File: src/rtl/pc_fetch_ctrl.sv
`default_nettype none
// pc_fetch_ctrl: fetch-stage PC register, prioritized next-PC selection, buffered redirects.
// Optional macro PC_ALIGN_CHECK_EN enables fetch address error detection (adel_f).  Rev 1.0
module pc_fetch_ctrl #(
  parameter logic [31:0] RESET_PC   = 32'h0000_3000,
  parameter logic [31:0] HANDLER_PC = 32'h0000_4180
`ifdef PC_ALIGN_CHECK_EN
  ,
  parameter logic [31:0] IMEM_LO    = 32'h0000_3000,
  parameter logic [31:0] IMEM_HI    = 32'h0000_6FFC
`endif
) (
  input  logic        clk,
  input  logic        reset,
  input  logic        stall,
  input  logic        req,
  input  logic        eret,
  input  logic [31:0] epc,
  input  logic        br_taken,
  input  logic [31:0] br_target,
  input  logic        j_taken,
  input  logic [31:0] j_target,
  output logic        imem_valid,
  input  logic        imem_ready,
  output logic [31:0] pc,
  output logic        pending,
  output logic        flush,
  output logic        adel_f
);

  typedef enum logic [1:0] {
    BOOT = 2'd0,
    RUN  = 2'd1,
    HOLD = 2'd2
  } state_t;

  // Source class of a buffered redirect; larger value means higher priority.
  localparam logic [1:0] SRC_NONE = 2'd0;
  localparam logic [1:0] SRC_J    = 2'd1;
  localparam logic [1:0] SRC_BR   = 2'd2;
  localparam logic [1:0] SRC_ERET = 2'd3;

  state_t      state;
  logic [31:0] pend_target;
  logic [1:0]  pend_src;

  logic        adv;
  logic        live;
  logic        capture;
  logic [1:0]  live_src;
  logic [31:0] live_target;
  logic [31:0] pc_d;
  logic        err_d;

  assign adv = imem_valid & imem_ready & ~stall;

  always_comb begin
    live_src    = SRC_NONE;
    live_target = 32'h0;
    if (eret) begin
      live_src    = SRC_ERET;
      live_target = epc + 32'd4;
    end else if (br_taken) begin
      live_src    = SRC_BR;
      live_target = br_target;
    end else if (j_taken) begin
      live_src    = SRC_J;
      live_target = j_target;
    end
  end

  assign live    = (live_src != SRC_NONE);
  assign capture = live & (~pending | (live_src >= pend_src));

  always_comb begin
    pc_d = pc;
    if (req) begin
      pc_d = HANDLER_PC;
    end else if (state != BOOT && adv) begin
      if (live)         pc_d = live_target;
      else if (pending) pc_d = pend_target;
      else              pc_d = pc + 32'd4;
    end
  end

`ifdef PC_ALIGN_CHECK_EN
  assign err_d = (pc_d[1:0] != 2'b00) || (pc_d < IMEM_LO) || (pc_d > IMEM_HI);

  always_ff @(posedge clk or negedge reset) begin
    if (!reset) adel_f <= 1'b0;
    else        adel_f <= err_d;
  end
`else
  assign err_d  = 1'b0;
  assign adel_f = 1'b0;
`endif

  always_ff @(posedge clk or negedge reset) begin
    if (!reset) begin
      state       <= BOOT;
      pc          <= RESET_PC;
      imem_valid  <= 1'b0;
      pending     <= 1'b0;
      pend_target <= 32'h0;
      pend_src    <= SRC_NONE;
      flush       <= 1'b0;
    end else begin
      pc         <= pc_d;
      flush      <= req;
      // Every state reachable after a clock issues requests unless the address is illegal.
      imem_valid <= ~err_d;
      if (req) begin
        state   <= RUN;
        pending <= 1'b0;
      end else if (state == BOOT) begin
        state <= RUN;
      end else if (adv) begin
        state   <= RUN;
        pending <= 1'b0;
      end else begin
        if (imem_valid) state <= HOLD;
        if (capture) begin
          pending     <= 1'b1;
          pend_target <= live_target;
          pend_src    <= live_src;
        end
      end
    end
  end

endmodule
`default_nettype wire

File: config.mk
export PLATFORM = sky130hd
export DESIGN_NAME = pc_fetch_ctrl
export DESIGN_NICKNAME = d
export VERILOG_FILES = /design/src/rtl/pc_fetch_ctrl.sv
export SDC_FILE = /design/constraint.sdc
export NUM_CORES = 1
export LEC_CHECK = 0
export BUFFER_PORTS_ARGS = -buffer_cell sky130_fd_sc_hd__buf_2
export CORE_UTILIZATION = 54
export CTS_CLUSTER_SIZE = 30
export DETAILED_ROUTE_END_ITERATION = 10
export GPL_TIMING_DRIVEN = 0
export PLACE_DENSITY = 0.85
export SLEW_MARGIN = 5
export SYNTH_ARGS = -nofsm -noshare
export SYNTH_HDL_FRONTEND = slang
export SYNTH_SLANG_ARGS = --single-unit
File: constraint.sdc
create_clock -name clk -period 2.85 [get_ports clk]
set_input_delay 0.1425 -clock clk [delete_from_list [all_inputs] [get_ports clk]]
set_output_delay 0.1425 -clock clk [all_outputs]
set_load 0.02 [all_outputs]
==> results of run 1 <==
-- logic make-up (layout without fill, tap and decap cells) --
kind of cell | after synthesis | after routing | synth area share [%]
compound gates | 188 | 188 | 25.8
xor+xnor | 36 | 36 | 6.17
fa+ha+maj | 4 | 4 | 0.980
buf+inv | 57 | 212 | 4.46
flops | 71 | 71 | 34.8
mux | 19 | 19 | 4.07
other cells | 2 | 2 | 0.147
simple gates | 221 | 221 | 23.5
-- flip-flops by register name, summed over array words and instances, names as in the netlist --
signal       flops
imem_valid       1
pend_src         2
pend_target     32
pc              32
pending          1
state            2
flush            1
-- per-layer routing --
layer  wire, um  share of wire (%)  global-route usage [%]  vias to the layer above
met2       8240                 47                    58.6                      350
met4        665                3.8                    13.5                        0
met5          0                  0                       0                        -
met1       6790                 38                    46.7                     2666
met3       2020                 11                    11.4                       67
li1           -                  -                       -                     2574
-- power by group through the flow --
stage / Clock (mW) / Combinational (mW) / Sequential [mW]
floorplan: 0 / 0.421 / 1.30
global placement: 0 / 0.708 / 1.29
detailed placement: 0 / 0.730 / 1.30
CTS: 1.00 / 0.737 / 1.28
global route: 1.05 / 0.827 / 1.30
finish: 1.02 / 0.763 / 1.29
-- area by class of cell --
class,instances,area [sq um]
plain buffers,43,180
fillers,774,2970
clock inverters,3,90.1
inverters,12,45.0
flip-flops and latches,71,1780
repair buffers,142,731
multi-input cells,470,3110
well taps,111,139
clock buffers,12,155
-- critical path, stage by stage --
cell,delay (ns)
buf_2,0.13
clkbuf_1,0.21
buf_1,0.32
or2_2,0.38
ha_1,0.28
o21ai_0,0.07
a311oi_1,0.44
nand3_2,0.11
buf_4,0.21
buf_2,0.25
mux2_1,0.35
-- per-stage QoR --
step	setup WS [ns]	setup TNS, ns	instance area (sq um)
4_1_cts	0.151	0	6200
6_report	0.200	0	6230
5_1_grt	0.147	0	6230
2_1_floorplan	0.0134	0	5110
3_3_place_gp	-0.874	-25.91	5930
3_5_place_dp	-0.966	-28.99	5940
-- cell usage after synthesis, drive strengths merged (2+ instances only) --
cell type  instances  area, sq um
a311oi             5         43.8
a211o              3         26.3
o211ai             6         45.0
nand3b             2         15.0
a211oi            18          135
a21boi             2         18.8
a21o              18          135
a22oi              4         30.0
o21ai             43          215
a21oi             20          100
nor2              34          128
nand2             68          255
a221oi            28          245
a221o              6         60.1
a31oi             14         87.6
nand2b             4         25.0
o31ai              5         37.5
and3               7         43.8
ha                 4         50.1
and4               9         78.8
nor4               9          120
a311o              2         20.0
o22ai              2         12.5
and2               2         13.8
mux2i              5         50.1
xor2              19          166
nand4             25          193
dfstp              2         52.6
nand3             26          130
clkbuf            34          128
inv               12         45.0
mux2              14          158
nor3              23          115
nor2b              4         25.0
o21a               3         22.5
xnor2             17          149
or3                2         12.5
or4                2         15.0
o41ai              2         17.5
buf               11         55.0
conb               2         7.51
dfrtp             69         1730
-- placed cells by master (no fill, tap or decap), types with 6 or more instances in the layout --
cell type	instances
and4_1	9
xor2_1	19
buf_4	6
a21o_1	18
nor3_1	23
a31oi_1	14
a21oi_1	20
inv_1	12
xnor2_1	17
nand3_1	25
buf_2	141
dfrtp_1	69
nand4_1	22
nand2_1	68
a221o_1	6
a211oi_1	18
a221oi_1	28
clkbuf_8	11
nor2_1	34
mux2_2	13
o211ai_1	6
o21ai_0	40
and3_1	7
clkbuf_1	33
-- what timing repair did --
item,in CTS,in global routing
endpoints found under the hold margin,70,0
hold buffers,2,0
endpoints found under the setup margin,35,1
resized for setup,3,1
cloned,0,0
pin swaps,0,1
buffers inserted,0,3
-- final timing paths --
kind                            startpoint              end  slack, ns  cells past startpoint
max in group asynchronous            reset           pc[17]       1.86                      2
min                             imem_ready         state[1]       0.15                      3
min in group asynchronous            reset  pend_target[12]       0.45                      2
max                               br_taken  pend_target[28]       0.20                     11
min reg2reg                pend_target[27]  pend_target[27]       0.48                      1
max reg2reg                         pc[15]           pc[25]       0.32                      7
==> results.ini, run 1 <==
[run_status]
status = complete, no violations

[power_and_ir_drop]
p_leak_nw = 2.69
power_frac_seq_pct = 41.9
swShare_pct = 31.7
power_frac_clock_pct = 33.2
p_comb_share_pct = 24.9
p_int_mw = 2.09
pwr_density_cell_nw_per_um2 = 492
p_sw_mw = 0.972
finalPower_mw = 3.07
ir_drop_v = 0.000248

[critical_path]
startpoint_type = input port
crit_type = in -> reg
path_max_fanout = 10
worstPathArrival_ns = 2.90
critPathCaptureType = flop
cp_data_required_time_ns = 3.10

[sta]
max_freq_mhz = 377
setup_violations = 0
worst_clock_skew_ns = 0.00961
min_period_over_period_pct = 93.0
whs_ns = 0.152
worst_pin_slew_ns = 0.867
hold_viol_final = 0
maxSlewViolCount = 0
rsz0062_at_grt = false
period_needed_ns = 2.65
slew_headroom_pct = 42.2

[routing]
drcViolationCount = 0
vias_per_cell = 6.55
firstDrtPassIters = 6
drtIter0Drc = 636
totalWireLength_um = 17700
wire_per_inst_um = 20.5
antenna_left = 0
via_count = 5657

[cts]
clock-sinks = 71
cts_tree = yes
cts_root_buf = clkbuf_8
path_clk_slew_ns = 0.07
clock_path_buffers = 2
cts_buffers = 9
clkLatencyLatePin_ns = 0.37
htreeDepth = 3

[die]
die_y_um = 99.3
fp.dieW_um = 99.3
start_util_pct = 55.6
rows = 35
core_region_area_sq_um = 9200
fp.dieArea_sq_um = 9850
ioPinCount = 140

[global_routing]
antenna_found_initial = 0
grt_pass1_wl_um = 27500
grt_max_degree = 72
grt-ovfl-total = 0
grt_pass1_vias = 5216
track_usage_pct = 36.6

[final_layout]
finish.utilization_pct = 67.7
area_delta_synth_final_pct = 21.9
drive_gt1_share_pct = 25.5
finalNonFillerCells = 864
antenna_cells = 0
finalNetCount = 857

[yosys]
yosysSeqAreaShare_pct = 34.8
ys_warn_count = 0
ys_types = 63
synth_edf_count = 0
synthesis.area_per_instance_sq_um = 8.54
synthCells = 598
syn-num-nets = 706
ys_async_sr_fraction_pct = 100
syn-cell-area_sq_um = 5110
synth-main-ff-cell = dfrtp_1
ys_ff_latch = 71

[worst_hold_path]
hold_class = in -> reg

[placed_design]
portBuffers = 137
hpwl_um = 13400
place_inst = 846
gp_congestion = 0.950

[flow_run]
drv_cap = 0

No activity file was read; power rests on OpenSTA's default activity.
==> run 2, diff against run 1 <==
BUFFER_PORTS_ARGS = not set   (was -buffer_cell sky130_fd_sc_hd__buf_2)
CORE_UTILIZATION = 65   (was 54)
DONT_BUFFER_PORTS = 1   (was not set)
PLACE_DENSITY = 0.84   (was 0.85)
==> run 2 against run 1 <==
Clock skew up 0.00093 ns. Critical path depth decreased by 1. Fmax decreased by 1.6%.
==> results.ini, run 2 (same netlist as run 1, synthesis figures left out) <==
[placed_design]
pre_cts_ws_ns = -0.814  ; +0.152 ns
portBuffers = 0  ; -100%
place_inst = 697  ; -18%
hpwl_um = 12400  ; -7.5%
gp_congestion = 0.907  ; -4.5%

[global_routing]
track_usage_pct = 41.7  ; +5.1 points
grt-ovfl-total = 0  ; unchanged
grt_pass1_wl_um = 26600  ; -3.2%
antenna_found_initial = 0  ; unchanged
grt_pass1_vias = 5116  ; -1.9%
grt_max_degree = 72  ; unchanged

[worst_hold_path]
worstHoldPathCells = 2  ; -1
hold_class = in -> reg

[cts]
cts_buffers = 9  ; unchanged
clock-sinks = 71  ; unchanged
cts_tree = yes
cts_root_buf = clkbuf_8
postCtsSetupRepairBufs = 0  ; unchanged
clkLatencyLatePin_ns = 0.35  ; -0.02 ns
htreeDepth = 3  ; unchanged
path_clk_slew_ns = 0.08  ; about the same
clock_path_buffers = 2  ; unchanged

[final_layout]
drive_gt1_share_pct = 8.78  ; -17 points
layout_common_cells = dfrtp_1 (69), nand2_1 (68), o21ai_0 (40)
layout_commonest_cell = dfrtp_1
finalNonFillerCells = 714  ; -17%
finalNetCount = 718  ; -16%
antenna_cells = 0  ; unchanged
fillers = 561  ; -28%
largest_registers = pc: 32 flops, pend_target: 32 flops
multi_input_area_sq_um = 3110  ; unchanged
register_area_sq_um = 1780  ; unchanged
finish.utilization_pct = 74.0  ; +6.3 points
area_delta_synth_final_pct = 7.25

[run_status]
status = complete, no violations

[routing]
antenna_left = 0  ; unchanged
drtIter0Drc = 585  ; -8.0%
wire_per_inst_um = 23.5  ; +15%
vias_per_cell = 7.40  ; +13%
firstDrtPassIters = 5  ; -1
via_count = 5281  ; -6.6%
drcViolationCount = 0  ; unchanged
totalWireLength_um = 16800  ; -5.4%

[critical_path]
critPathBufInv = 4  ; -1
cp_data_required_time_ns = 3.10  ; about the same
cp_slowest_stage_delay_ns = 0.41  ; -0.03 ns
crit_type = in -> reg
crit_path_frequent_cell = clkbuf_1
path_cells = buf_2, clkbuf_1, clkbuf_1, or2_2, ha_1, o21ai_0, a311oi_1, nand3_2, clkbuf_1, o31ai_1
path_max_fanout = 10  ; unchanged
cp_top_family = buffers and inverters
cp_num_cells = 10  ; -1
slowest_stage = clkbuf_1
critPathCaptureType = flop
startpoint_type = input port
reg2reg_depth = 7  ; unchanged
worstPathArrival_ns = 2.95  ; +0.05 ns

[power_and_ir_drop]
p_leak_nw = 2.08  ; -23%
ir_drop_v = 0.000203  ; -18%
pwr_density_cell_nw_per_um2 = 502  ; +1.9%
finalPower_mw = 2.75  ; -10%

[die]
die_y_um = 90.7  ; -8.7%
rows = 31  ; -11%
fp.dieW_um = 90.7  ; -8.7%
ioPinCount = 140  ; unchanged
start_util_pct = 69.0  ; +13 points
fp.dieArea_sq_um = 8220  ; -17%
core_region_area_sq_um = 7410  ; -19%

[sta]
worst_pin_slew_ns = 0.752  ; -0.115 ns
worst_clock_skew_ns = 0.0105  ; +0.000928 ns
hold_viol_final = 0  ; unchanged
maxSlewViolCount = 0  ; unchanged
setup_slack_ns = 0.158  ; -0.0420 ns
rsz0062_at_grt = false
period_needed_ns = 2.69  ; +0.0420 ns
setup_violations = 0  ; unchanged
min_period_over_period_pct = 94.5  ; +1.5 points
max_freq_mhz = 371  ; -1.6%
slew_headroom_pct = 49.4  ; +7.2 points

[flow_run]
drv_cap = 0  ; unchanged

run 2: cell types whose count changed in the layout (fill, tap and decap cells not counted):
cell,delta
bufinv_16,-2
clkinvlp_4,+4
buf_2,-136
clkinv_4,+1
clkbuf_2,-1
clkbuf_8,-2
buf_4,-4
buf_16,+1
clkinv_2,+1
run 2: final cells by class:
type / count / share of cell area, %
Buffer: 43 / 3.27
Clock buffer: 9 / 2.26
Clock inverter: 7 / 1.35
Inverter: 12 / 0.822
Multi-Input combinational cell: 470 / 56.7
Sequential cell: 71 / 32.5
Tap cell: 99 / 2.26
Timing Repair Buffer: 3 / 0.868
run 2: timing repair:
item                                    in CTS  in global routing
gates resized for setup                      2                  2
endpoints found under the hold margin       73                  0
hold buffers                                 3                  0
endpoints found under the setup margin      35                 29
run 2: metrics by stage:
step,hold slack (ns),setup TNS (ns),instance area [sq um]
floorplan,-0.153,0,5110
global placement,-0.151,-23.86,5230
detailed placement,-0.152,-24.45,5230
CTS,0.0676,0,5480
global route,0.0724,0,5480
finish,0.0785,0,5480
run 2: path summary, 6_finish.rpt:
check	from	endpoint	slack [ns]
worst max-delay path	eret	pend_target[18]	0.16
worst min-delay path	epc[2]	pc[2]	0.08
worst max register to register	imem_valid	pc[11]	0.20
worst min register to register	pend_target[25]	pend_target[25]	0.49
max in group asynchronous	reset	pc[13]	2.20
min in group asynchronous	reset	pc[4]	0.33
run 2: layer usage:
layer | GRT usage (%) | share of wire, %
met2 | 66.4 | 46
met3 | 10.3 | 13
met5 | 0 | 0
met4 | 18.7 | 3.4
met1 | 53.6 | 38
run 2: power by group:
part / switching [mW] / leakage (nW) / total, mW / internal [mW]
combinational: 0.383 / 1.10 / 0.614 / 0.232
sequential: 0.148 / 0.887 / 1.32 / 1.17
clock: 0.415 / 0.0875 / 0.818 / 0.404
total: 0.945 / 2.08 / 2.75 / 1.80
